--- src/rtl/st_dr_if.sv ---
// Memory write bus between the store data register (master) and memory (slave).
interface st_dr_if;
  logic        mem_req;
  logic        mem_we;
  logic [31:0] mem_addr;
  logic [31:0] mem_wdata;
  logic [3:0]  mem_be;
  logic        mem_ack;

  modport master (
    output mem_req, mem_we, mem_addr, mem_wdata, mem_be,
    input  mem_ack
  );

  modport slave (
    input  mem_req, mem_we, mem_addr, mem_wdata, mem_be,
    output mem_ack
  );
endinterface

--- src/rtl/st_dr.sv ---
// Store data register and memory write sequencer for the multi-cycle CPU.
// Optional misaligned-store trap enabled by defining ST_MISALIGN_TRAP_EN.
module st_dr #(
  parameter int PHASE_W = 5,
  parameter int PH_E    = 2,
  parameter int PH_M    = 3
) (
  input  logic               clk,
  input  logic               rst,
  input  logic [PHASE_W-1:0] phase,
  input  logic               st_en,
  input  logic [1:0]         st_size,
  input  logic [31:0]        st_addr,
  input  logic [31:0]        st_data,
  st_dr_if.master            mem,
  output logic               stall,
  output logic               wr_done,
  output logic               misalign
);

  typedef enum logic [1:0] {IDLE, LOADED, REQ} state_t;

  state_t      state_q, state_d;
  logic [31:0] addr_q, addr_d;
  logic [31:0] wdata_q, wdata_d;
  logic [3:0]  be_q, be_d;
  logic        req_q, req_d;
  logic        done_q, done_d;

  logic [31:0] cap_wdata;
  logic [3:0]  cap_be;
  logic        cap_mis;
  logic        flag_q;

  // Only the E and M bits of the phase vector matter here.
  logic unused_phase;
  assign unused_phase = ^phase;

  always_comb begin
    cap_wdata = st_data;
    cap_be    = 4'b1111;
    cap_mis   = 1'b0;
    unique case (st_size)
      2'b00: begin
        cap_wdata = {4{st_data[7:0]}};
        cap_be    = 4'b0001 << st_addr[1:0];
      end
      2'b01: begin
        cap_wdata = {2{st_data[15:0]}};
        cap_be    = st_addr[1] ? 4'b1100 : 4'b0011;
        cap_mis   = st_addr[0];
      end
      default: begin
        cap_wdata = st_data;
        cap_be    = 4'b1111;
        cap_mis   = (st_addr[1:0] != 2'b00);
      end
    endcase
  end

`ifdef ST_MISALIGN_TRAP_EN
  logic flag_d;
  logic mis_q, mis_d;
  assign misalign = mis_q;
`else
  logic unused_mis;
  assign unused_mis = cap_mis;
  assign flag_q     = 1'b0;
  assign misalign   = 1'b0;
`endif

  always_comb begin
    state_d = state_q;
    addr_d  = addr_q;
    wdata_d = wdata_q;
    be_d    = be_q;
    req_d   = req_q;
    done_d  = 1'b0;
    stall   = 1'b0;
`ifdef ST_MISALIGN_TRAP_EN
    flag_d  = flag_q;
    mis_d   = 1'b0;
`endif
    case (state_q)
      IDLE: begin
        if (phase[PH_E] && st_en) begin
          addr_d  = {st_addr[31:2], 2'b00};
          wdata_d = cap_wdata;
          be_d    = cap_be;
`ifdef ST_MISALIGN_TRAP_EN
          flag_d  = cap_mis;
`endif
          state_d = LOADED;
        end
      end
      LOADED: begin
        if (phase[PH_M]) begin
          if (flag_q) begin
            // Trapped store: no bus activity, sequencer is not held.
`ifdef ST_MISALIGN_TRAP_EN
            mis_d = 1'b1;
`endif
            be_d    = '0;
            state_d = IDLE;
          end else begin
            stall   = 1'b1;
            req_d   = 1'b1;
            state_d = REQ;
          end
        end
      end
      REQ: begin
        if (mem.mem_ack) begin
          req_d   = 1'b0;
          be_d    = '0;
          done_d  = 1'b1;
          state_d = IDLE;
        end else begin
          stall = 1'b1;
        end
      end
      default: state_d = IDLE;
    endcase
  end

  always_ff @(posedge clk or negedge rst) begin
    if (!rst) begin
      state_q <= IDLE;
      addr_q  <= '0;
      wdata_q <= '0;
      be_q    <= '0;
      req_q   <= 1'b0;
      done_q  <= 1'b0;
    end else begin
      state_q <= state_d;
      addr_q  <= addr_d;
      wdata_q <= wdata_d;
      be_q    <= be_d;
      req_q   <= req_d;
      done_q  <= done_d;
    end
  end

`ifdef ST_MISALIGN_TRAP_EN
  always_ff @(posedge clk or negedge rst) begin
    if (!rst) begin
      flag_q <= 1'b0;
      mis_q  <= 1'b0;
    end else begin
      flag_q <= flag_d;
      mis_q  <= mis_d;
    end
  end
`endif

  assign mem.mem_req   = req_q;
  assign mem.mem_we    = req_q;
  assign mem.mem_addr  = addr_q;
  assign mem.mem_wdata = wdata_q;
  assign mem.mem_be    = be_q;
  assign wr_done       = done_q;

endmodule

--- src/flat_wrapper.sv ---
// flat-port wrapper written by rule: the top's interface ports become plain ports
module st_dr_flat 
#(
  parameter int PHASE_W = 5,
  parameter int PH_E    = 2,
  parameter int PH_M    = 3
)
  (clk, rst, phase, st_en, st_size, st_addr, st_data, stall, wr_done, misalign, mem_mem_req, mem_mem_we, mem_mem_addr, mem_mem_wdata, mem_mem_be, mem_mem_ack);
  st_dr_if mem_i ();
  input  logic clk;
  input  logic rst;
  input  logic [PHASE_W-1:0] phase;
  input  logic st_en;
  input  logic [1:0] st_size;
  input  logic [31:0] st_addr;
  input  logic [31:0] st_data;
  output logic stall;
  output logic wr_done;
  output logic misalign;
  output wire logic [$bits(mem_i.mem_req)-1:0] mem_mem_req;
  output wire logic [$bits(mem_i.mem_we)-1:0] mem_mem_we;
  output wire logic [$bits(mem_i.mem_addr)-1:0] mem_mem_addr;
  output wire logic [$bits(mem_i.mem_wdata)-1:0] mem_mem_wdata;
  output wire logic [$bits(mem_i.mem_be)-1:0] mem_mem_be;
  input wire logic [$bits(mem_i.mem_ack)-1:0] mem_mem_ack;
  assign mem_mem_req = mem_i.mem_req;
  assign mem_mem_we = mem_i.mem_we;
  assign mem_mem_addr = mem_i.mem_addr;
  assign mem_mem_wdata = mem_i.mem_wdata;
  assign mem_mem_be = mem_i.mem_be;
  assign mem_i.mem_ack = mem_mem_ack;
  st_dr #(.PHASE_W(PHASE_W), .PH_E(PH_E), .PH_M(PH_M)) u_core (.clk(clk), .rst(rst), .phase(phase), .st_en(st_en), .st_size(st_size), .st_addr(st_addr), .st_data(st_data), .mem(mem_i), .stall(stall), .wr_done(wr_done), .misalign(misalign));
endmodule
--- config.mk ---
export PLATFORM = sky130hd
export DESIGN_NAME = st_dr_flat
export DESIGN_NICKNAME = d
export VERILOG_FILES = /design/src/rtl/st_dr_if.sv /design/src/rtl/st_dr.sv /design/src/flat_wrapper.sv
export SDC_FILE = /design/constraint.sdc
export NUM_CORES = 1
export LEC_CHECK = 0
export CORE_ASPECT_RATIO = 0.6
export CORE_MARGIN = 1
export CORE_UTILIZATION = 44
export DETAILED_ROUTE_END_ITERATION = 8
export PLACE_DENSITY = 0.85
export SETUP_SLACK_MARGIN = 0.02
export SKIP_CTS_REPAIR_TIMING = 1
export SYNTH_ARGS = -nofsm -noshare
export SYNTH_HDL_FRONTEND = slang
export SYNTH_SLANG_ARGS = --single-unit
--- constraint.sdc ---
create_clock -name clk -period 3.8 [get_ports clk]
set_input_delay 0.95 -clock clk [delete_from_list [all_inputs] [get_ports clk]]
set_output_delay 0.95 -clock clk [all_outputs]
set_load 0.01 [all_outputs]
[Word-level counts from Yosys, hierarchy flattened]
Cells that the tools add are included.
Word-level totals
  flip-flop bits (word level): 70
  input port bits: 75
  output and inout port bits: 73
  word-level logic and storage cells: 40
Operators by class
  equality and inequality tests: 6
  shift-type cells: 1
  multiplexer cells: 18
  reductions and logical operators: 9
Operator list (number)
  case mux 32 bit (2 select lines): 1
  case mux 4 bit (2 select lines): 2
  two-way mux 4 bit: 3
  AND reduction 3 bit: 3
  two-way mux 1 bit: 6
  two-way mux 2 bit: 3
  case mux 2 bit (3 select lines): 1
  equality test 2 x 1 -> 1 bit, second input constant: 2
  zero test 2 bit: 2
  inequality test 2 bit, second input constant: 2
  case mux 1 bit (2 select lines): 2
  nonzero test 2 bit: 2
  left shift 1 x 2 -> 4 bit, first input constant: 1
  equality test 2 bit, second input constant: 1
  inequality test 2 x 1 -> 1 bit, second input constant: 1
  AND reduction 2 bit: 1
  logical AND 1 bit: 1

[Depth between registers and ports, before layout]
  word-level depth: 4
  depth in mapped cells: 7
  gate-level depth less buffers: 5

[Least setup slack after synthesis]
Ideal clock, no wire load.
  path kind: input port to output port
  from: input mem_mem_ack
  to: output stall
  data arrival time: 1.383 ns
  data required time: 2.850 ns
  path slack: 1.467 ns
  cell stages on the path: 3
  path buffers: 0
  path through: nor2b_1 > a21oi_1 > nor2b_1
Between the ends
  longest elaborated chain between the ends: 2
Ends and longest elaborated chain
  start, declared: RTL line flat_wrapper.sv:25  | input wire logic [$bits(mem_i.mem_ack)-1:0] mem_mem_ack;
  two-way mux 1 bit: RTL line st_dr.sv:113  | if (mem.mem_ack) begin
  case mux 1 bit (2 select lines): RTL line st_dr.sv:84  | case (state_q)
  end, declared: RTL line flat_wrapper.sv:17  | output logic stall;
No other way between the ends.

[Final worst setup path]
Same ends and word-level chain as after synthesis.

==> metrics.txt <==
outcome complete, but fails checks; failing checks design-rule violations; Area Overhead vs Synth 54.7%; Final Slew Violations 0; via count 2414; CP peak stage delay 0.54 ns; CTS tree yes; final hold violations 0; num rows 23; Vias/cell 5.07; Final Routed Wirelength 7810 um; WS Path Type in -> out; fillers 499; mean area per synthesized cell 12.9 um^2; final setup fails 0; cts bufs inserted 9; TritonCTS Sinks 70; DR DRC count 24; Synth async-reset ratio 100%; largest net degree at the start of global routing 76; final net count 465; max_slew headroom 41.6%; cell total after placement 461; Synth area leaders dfrtp_1, mux2_2, mux2i_1; MaxCap Viol Count 0; RSZ-0062 raised after global routing no; number of global-route vias before repair 2377; VDD IR-drop max 0.000351 V; CP Max Fanout 3; initial antenna violation count 0; Antenna Nets Post-Route 0; total gr overflow 0; DR WL/cell 16.4 um; routability cong. 0.767; clock root buffer clkbuf_16; Ports 148; Buffers on Ports 141; total leakage power 2.12 nW; starting density of the core 46.2%; dpl ws 0.478 ns; diodes inserted 0; drt pass-1 iters 7; hold crit path type reg -> reg; Die X-Extent 111 um; most frequent cell after synthesis dfrtp_1; Starting DRT DRC Count 120; Clock Skew 0.00410 ns; Post-synth EDFFs 0; Register Area 1750 um^2; Crit-path slowest cell clkdlybuf4s50_1; fmax 0.300 GHz; Syn Inst Count 243; Commonest cells post-synth dfrtp_1, mux2_2, nand2_1; Worst-Margin Slew 0.876 ns; floorplan core area 6790 um^2; H-tree depth 3; post-synth top area share 55.8%; Clk Latency, worst-skew pair 0.31 ns; PD cells 758 nW/um^2; GRT Total Usage 21.0%; CP cell instances clkdlybuf4s50_1 -> nor2b_1 -> a21oi_1 -> nor2b_1 -> clkdlybuf4s50_1; clk buf depth 2; register area share after synthesis 55.8%; HPWL Detailed 5850 um; global-route wire length before repair 12000 um; Die H 67.4 um; layout cells sized above 1 18.3%; setup TNS 0 ns; Crit path required time 2.85 ns; Mapped Area 3140 um^2; Crit. End Element output pin; Die Area 7490 um^2; Critical Path AT 2.39 ns; Post-synth top flop dfrtp_1; Final period util 87.8%; FF+latch count, synth 70; multi-input logic area 1240 um^2; final hold slack 0.476 ns; fin cells 476; Final Critical Period 3.34 ns; Final WS setup 0.462 ns; Cell variety after synth 28; post-synth top area cell dfrtp_1; clock-pin transition on the worst setup and hold timing paths 0.05 ns; startpoint types input pin; YS warnings 0
==> final cells by class <==
cell class	instances	share of cell area, %
Clock inverter	4	0.978
Tap cell	87	2.24
Clock buffer	11	4.99
Multi-Input combinational cell	152	25.6
Inverter	6	0.463
Timing Repair Buffer	146	29.7
Sequential cell	70	36.0
==> routing by layer <==
| metal | track usage (%) | vias up | wire (um) |
|---|---|---|---|
| met3 | 8.89 | 9 | 824 |
| met1 | 25.5 | 1174 | 3390 |
| met2 | 34.7 | 106 | 3530 |
| li1 | - | 1125 | - |
| met5 | 0 | - | 0 |
| met4 | 6.25 | 0 | 74 |
==> cell families after synthesis <==
group           share of synthesized area, %
mux                                     24.5
simple gates                            5.50
flops                                   55.8
buf+inv                                 4.90
compound gates                          7.21
fa+ha+maj                               1.99
other cells                            0.119
==> worst max-delay path: cells and delay by family <==
family / cells / cell delay, ns
buffers and inverters: 2 / 0.97
AO/OA/AOI/OAI: 1 / 0.08
AND/OR/NAND/NOR: 2 / 0.39
==> final timing paths <==
kind | slack, ns | cells past startpoint | from | to
max in group asynchronous | 2.24 | 2 | rst | u_core.mem.mem_addr[25]
max reg2reg | 1.43 | 5 | u_core.state_q[0] | u_core.mem.mem_be[0]
max | 0.46 | 5 | mem_mem_ack | stall
min in group asynchronous | 0.69 | 1 | rst | u_core.wr_done
min | 0.48 | 2 | u_core.mem.mem_wdata[28] | u_core.mem.mem_wdata[28]
min reg2reg | 0.48 | 2 | u_core.mem.mem_wdata[28] | u_core.mem.mem_wdata[28]
==> through the flow <==
step | instance area, um^2 | power [mW] | util, %
2_1_floorplan | 3150 | 1.97 | -
3_3_place_gp | 4570 | 2.83 | 67.3
3_5_place_dp | 4570 | 2.89 | 67.3
4_1_cts | 4860 | 3.72 | 71.6
5_1_grt | 4860 | 3.89 | 71.6
6_report | 4860 | 3.68 | 71.6
==> power by group <==
part	internal, mW	leakage, nW	switching (mW)	total [mW]
clock	0.520	0.141	0.292	0.812
combinational	0.963	1.13	0.623	1.59
sequential	1.10	0.850	0.185	1.29
total	2.58	2.12	1.10	3.68
==> layout by cell type (no fill, tap or decap), drive strengths merged, types with 5 or more instances in the layout <==
cell type,synthesis,final
mux2,47,47
dfrtp,70,70
buf,16,6
nand2,25,25
ha,5,5
clkdlybuf4s50,0,140
mux2i,24,24
clkbuf,1,11
o21ai,23,23
inv,6,6
==> registers in the layout, indices dropped and copies added, names as in the netlist <==
register and count:
u_core.mem.mem_be 4, u_core.mem.mem_wdata 32, u_core.mem.mem_addr 30, u_core.wr_done 1, u_core.state_q 2, u_core.mem.mem_req 1
Power figures use the tool's default switching activity.
==> RTL change 1, RTL diff (same settings) <==
`addr_q`, `wdata_q` and `be_q` no longer have a reset.
--- a/src/rtl/st_dr.sv
+++ b/src/rtl/st_dr.sv
@@ -127,17 +127,17 @@
     if (!rst) begin
       state_q <= IDLE;
-      addr_q  <= '0;
-      wdata_q <= '0;
-      be_q    <= '0;
       req_q   <= 1'b0;
       done_q  <= 1'b0;
     end else begin
       state_q <= state_d;
-      addr_q  <= addr_d;
-      wdata_q <= wdata_d;
-      be_q    <= be_d;
       req_q   <= req_d;
       done_q  <= done_d;
     end
+  end
+
+  always_ff @(posedge clk) begin
+    addr_q  <= addr_d;
+    wdata_q <= wdata_d;
+    be_q    <= be_d;
   end
 
Formal check against the unedited RTL: not equivalent (Yosys sat finds a counterexample within 4 cycles, from zero or initial values and one cycle with rst low).
==> RTL change 1 against the unedited design <==
  * Clock skew grew 0.0017 ns
  * Wire length shrank 22%
  * Worst setup slack gained 0.041 ns
  * Non-clock buffer count shrank 2
  * Count of clock-buffer cells in the layout shrank 2
  * Die area shrank 13%
  * Design area shrank 8.7%
  * Synthesized area shrank 13%
  * Global-route usage shrank 1.5 points
  * Sequential cell count is the same
  * Critical path depth is the same
  * Largest cell class unchanged
  * Highest routed layer unchanged
Power is not compared: it rests on default switching activity, and its combinational part moved more than twofold at a synthesized area within 25%.
==> RTL change 1: results (changes against the unedited design) <==
{| class="wikitable"
! Metric !! Value
|-
| Run status || finished clean
|-
| CTS Root Cell || sky130_fd_sc_hd__clkbuf_8
|-
| Top flip-flop cell by instance count after synthesis || sky130_fd_sc_hd__edfxtp_1
|-
| Top cells by area, synth || sky130_fd_sc_hd__edfxtp_1 73%, sky130_fd_sc_hd__mux2_2 6.6%, sky130_fd_sc_hd__dfrtp_1 3.7%
|-
| Detailed placement HPWL || 4440 µm (-24%)
|-
| Total routing resource utilization after global routing || 0.195 (-0.0148)
|-
| Worst min-delay path startpoint || u_core.mem.mem_req
|-
| Count of port buffers added during placement || 141 (unchanged)
|-
| Fin Hold WS || 0.544 ns (+0.0678 ns)
|-
| Wire length of the first global-routing pass || 9390 µm (-22%)
|-
| Register area share after synthesis || 0.762 (+0.204)
|-
| Final WL || 6070 µm (-22%)
|-
| Crit path arrival time || 2.35 ns (-0.04 ns)
|-
| Proportion of register bits with asynchronous set or reset after synthesis || 0.0571 (-0.943)
|-
| Hold path endpoint || u_core.mem.mem_req
|-
| Number of optimization iterations in the first detailed-route pass || 4 (-3)
|-
| Number of enable flip-flop cells after synthesis || 66 (+66)
|-
| Worst r2r path cells || 4 (-1)
|-
| Worst Hold Path Cells || 1 (-1)
|-
| Pre-CTS setup slack || 0.493 ns (+0.0153 ns)
|-
| Average vias per placed instance || 4.74 (-6.5%)
|-
| Final net count || 383 (-18%)
|-
| Reg-to-Reg Start || u_core.state_q[1]
|-
| Worst relative slew slack || 0.499 (+0.0828)
|-
| Number of standard cells after synthesis || 154 (-37%)
|-
| Clock transition at the registers of the reported paths || 0.07 ns (+0.02 ns)
|-
| Worst clock skew on the final layout || 0.00584 ns (+0.00174 ns)
|-
| Later-pin clock latency in the skew report || 0.33 ns (+0.02 ns)
|-
| Iter 0 DRT Violations || 84 (-30%)
|-
| Filler Cells Inserted || 356 (-29%)
|-
| Register-to-Register Setup Slack || 1.81 ns (+0.38 ns)
|-
| Top cell types by occurrence after synthesis || 66 x sky130_fd_sc_hd__edfxtp_1, 16 x sky130_fd_sc_hd__mux2_2, 11 x sky130_fd_sc_hd__o21ai_0, 9 x sky130_fd_sc_hd__mux2i_1, 9 x sky130_fd_sc_hd__nand2_1
|}
[RTL change 1: cell count changes in the layout (fill, tap and decap cells not counted), sizes merged, moves of 3 or more]
cell / before / now
dfrtp: 70 / 4
edfxtp: 0 / 66
nand2: 25 / 9
o21ai: 23 / 11
mux2: 47 / 17
mux2i: 24 / 9
buf: 6 / 3
[RTL change 1: kinds of logic after synthesis]
group | Yosys count | synth area share
buf+inv | 14 | 0.0275
other cells | 1 | 0.00137
mux | 26 | 0.104
fa+ha+maj | 5 | 0.0229
compound gates | 20 | 0.0467
flops | 70 | 0.762
simple gates | 18 | 0.0353
[RTL change 1: how the worst max path moves through the flow]
stage	startpoint	endpoint	slack, ns
floorplan	phase[2]	u_core.mem.mem_addr[10]	0.91
global placement	mem_mem_ack	stall	0.55
detailed placement	mem_mem_ack	stall	0.49
CTS	mem_mem_ack	stall	0.50
global route	mem_mem_ack	stall	0.42
finish	mem_mem_ack	stall	0.50
[RTL change 1: power by group through the flow]
stage / sequential, mW / clock (mW) / combinational, mW
final: 1.02 / 0.628 / 0.576
after global routing: 1.04 / 0.676 / 0.614
after CTS: 1.03 / 0.640 / 0.582
after detailed placement: 1.04 / 0 / 0.578
after global placement: 1.04 / 0 / 0.568
after floorplan: 1.09 / 0 / 0.215
[RTL change 1: final cells by class]
cell class	count	area [µm²]	area share
inverters	6	22.5	0.00508
clock buffers	9	124	0.0279
flip-flops and latches	70	2080	0.469
clock inverters	7	88.8	0.0200
multi-input cells	72	584	0.132
repair buffers	144	1430	0.323
well taps	80	100	0.0226
[RTL change 1: metal layers]
layer / share of wire / track usage / vias up
met2: 0.51 / 0.352 / 91
met1: 0.39 / 0.200 / 878
li1: - / - / 868
met5: 0 / 0 / -
met4: 0.0028 / 0.0429 / 0
met3: 0.10 / 0.106 / 2
[RTL change 1: worst register-to-register path, stage by stage, from the launching register on]
cell and delay, ns:
sky130_fd_sc_hd__dfrtp_1 0.39, sky130_fd_sc_hd__inv_1 0.14, sky130_fd_sc_hd__ha_1 0.27, sky130_fd_sc_hd__and3_2 0.20, sky130_fd_sc_hd__buf_4 0.58
[RTL change 1: per-stage QoR]
| stage | area [µm²] | util |
|---|---|---|
| 2_1_floorplan | 2740 | - |
| 3_3_place_gp | 4220 | 0.731 |
| 3_5_place_dp | 4220 | 0.731 |
| 4_1_cts | 4440 | 0.767 |
| 5_1_grt | 4440 | 0.767 |
| 6_report | 4440 | 0.767 |
==> RTL change 2, RTL diff (config.mk and constraints unchanged) <==
Made on the original files. Add a define of `ST_MISALIGN_TRAP_EN`.
--- a/src/rtl/st_dr.sv
+++ b/src/rtl/st_dr.sv
@@ -1,4 +1,6 @@
 // Store data register and memory write sequencer for the multi-cycle CPU.
 // Optional misaligned-store trap enabled by defining ST_MISALIGN_TRAP_EN.
+`define ST_MISALIGN_TRAP_EN
+
 module st_dr #(
   parameter int PHASE_W = 5,
Check against the original RTL: not equivalent (a bounded check fails within 4 cycles, from zero or initial values and one cycle with rst low).
==> RTL change 2 against the unedited design <==
  * Synthesized area is 0.32% higher
  * Sequential share of layout area rose by 0.39 points
  * Global-route usage increased by 0.96 points
  * Wire length increased by 1.2%
  * Worst setup slack got worse by 0.015 ns
  * Total power increased by 5.7%
  * Count of clock-buffer cells in the layout increased by 3
  * Design area up 1.8%
  * Critical path type unchanged
  * Core utilization grew 1.3 points
  * The run still ends with DRC left
  * Largest cell class unchanged
  * Sequential cell count is 2 higher
  * Clock power rose by 3.8%
  * Hold slack better by 0.0065 ns
==> RTL change 2: results (changes against the unedited design) <==
{| class="wikitable"
! Metric !! Value
|-
| Violated checks || DRC
|-
| Detailed placement HPWL || 5790 µm (-1.0%)
|-
| Final WL || 7900 µm (+1.2%)
|-
| Cell leakage power || 2.15 nW (+1.1%)
|-
| Syn Area/Cell || 12.1 µm² (-6.2%)
|-
| Maximum cell stage delay along the critical path || 0.56 ns (+0.02 ns)
|-
| Wire length of the first global-routing pass || 12200 µm (+2.0%)
|-
| Register area share after synthesis || 0.572 (+0.0141)
|-
| Number of optimization iterations in the first detailed-route pass || 6 (-1)
|-
| Max FO, Critical Path || 4 (+1)
|-
| Hold path endpoint || u_core.mem.mem_wdata[25]
|-
| Worst relative slew slack || 0.398 (-0.0185)
|-
| Run status || complete, but fails checks
|-
| Fraction of layout instances using a drive strength above 1 || 0.162 (-0.0204)
|-
| Total routing resource utilization after global routing || 0.219 (+0.00957)
|-
| Met1 usage || 0.252 (-0.00300)
|-
| Count of port buffers added during placement || 142 (+0.71%)
|-
| End of the worst register-to-register path || u_core.mem.mem_addr[24]
|-
| Count of cell types in the netlist || 27 (-3.6%)
|-
| Top cells by area, synth || sky130_fd_sc_hd__dfrtp_1 57%, sky130_fd_sc_hd__mux2_2 15%, sky130_fd_sc_hd__mux2i_1 7.6%
|-
| Number of DRC violations after detailed routing || 16 (-33%)
|-
| Cell area reported after detailed placement || 0.00464 mm² (+1.6%)
|-
| Worst clock skew on the final layout || 0.00564 ns (+0.00154 ns)
|-
| Register-to-Register Setup Slack || 1.68 ns (+0.25 ns)
|-
| Fin Hold WS || 0.483 ns (+0.00650 ns)
|-
| Iter 0 DRT Violations || 84 (-30%)
|-
| Met3 usage || 0.104 (+0.0153)
|-
| Worst-case vdd ir drop || 398 µV (+13%)
|-
| Top cell types by occurrence after synthesis || 72 x sky130_fd_sc_hd__dfrtp_1, 43 x sky130_fd_sc_hd__mux2_2, 27 x sky130_fd_sc_hd__o21ai_0, 26 x sky130_fd_sc_hd__nand2_1, 24 x sky130_fd_sc_hd__mux2i_1
|-
| Maximum number of pins on one net before global-route repair || 73 (-3.9%)
|-
| Worst min-delay path startpoint || u_core.mem.mem_wdata[25]
|-
| Global-route track usage on met2 || 0.354 (+0.00721)
|-
| Later-pin clock latency in the skew report || 0.33 ns (+0.02 ns)
|}
RTL change 2: cell types whose count changed after synthesis, moves of 2 or more:
| cell | unedited run | this run |
|---|---|---|
| sky130_fd_sc_hd__clkbuf_1 | 1 | 5 |
| sky130_fd_sc_hd__a21oi_1 | 4 | 15 |
| sky130_fd_sc_hd__mux2_2 | 47 | 43 |
| sky130_fd_sc_hd__o21ai_0 | 20 | 27 |
| sky130_fd_sc_hd__a22o_1 | 2 | 0 |
| sky130_fd_sc_hd__o21bai_1 | 2 | 0 |
| sky130_fd_sc_hd__buf_2 | 6 | 8 |
| sky130_fd_sc_hd__buf_6 | 6 | 0 |
| sky130_fd_sc_hd__dfrtp_1 | 70 | 72 |
| sky130_fd_sc_hd__o21ai_1 | 3 | 0 |
| sky130_fd_sc_hd__nor2_1 | 3 | 10 |
| sky130_fd_sc_hd__o2bb2ai_1 | 3 | 0 |
RTL change 2: final cells by class:
class | instances | area [µm²]
fill | 497 | 1850
sequential | 72 | 1800
timing repair buffer | 146 | 1450
multi-input combinational | 167 | 1260
clock buffer | 14 | 264
tap | 87 | 109
clock inverter | 2 | 37.5
inverter | 6 | 22.5
RTL change 2: kinds of logic after synthesis:
| kind of cell | Yosys count | synth area share |
|---|---|---|
| compound gates | 48 | 0.0822 |
| mux | 67 | 0.230 |
| buf+inv | 22 | 0.0330 |
| simple gates | 45 | 0.0620 |
| fa+ha+maj | 5 | 0.0199 |
| other cells | 1 | 0.00119 |
| flops | 72 | 0.572 |
RTL change 2: worst min-delay path: stages (launching register included):
cell and delay, ns:
sky130_fd_sc_hd__dfrtp_1 0.33, sky130_fd_sc_hd__nand2_1 0.05, sky130_fd_sc_hd__o21ai_0 0.06
RTL change 2: worst max-delay path by stage:
stage                 from     to  slack [ns]  cells past startpoint
2_1_floorplan  mem_mem_ack  stall        1.44                      2
3_3_place_gp      phase[3]  stall        0.53                      4
3_5_place_dp      phase[3]  stall        0.46                      4
4_1_cts           phase[3]  stall        0.46                      4
5_1_grt           phase[3]  stall        0.36                      4
6_report          phase[3]  stall        0.45                      4
RTL change 2: routing by layer:
layer	vias to the layer above	part of all wire
li1	1176	-
met1	1167	0.42
met2	99	0.47
met3	14	0.088
met4	0	0.015
met5	-	0
RTL change 2: power by group:
group / switching [mW] / internal, mW / total (mW) / leakage [nW]
Clock: 0.299 / 0.544 / 0.843 / 0.143
Combinational: 0.673 / 1.02 / 1.70 / 1.13
Sequential: 0.206 / 1.15 / 1.35 / 0.869
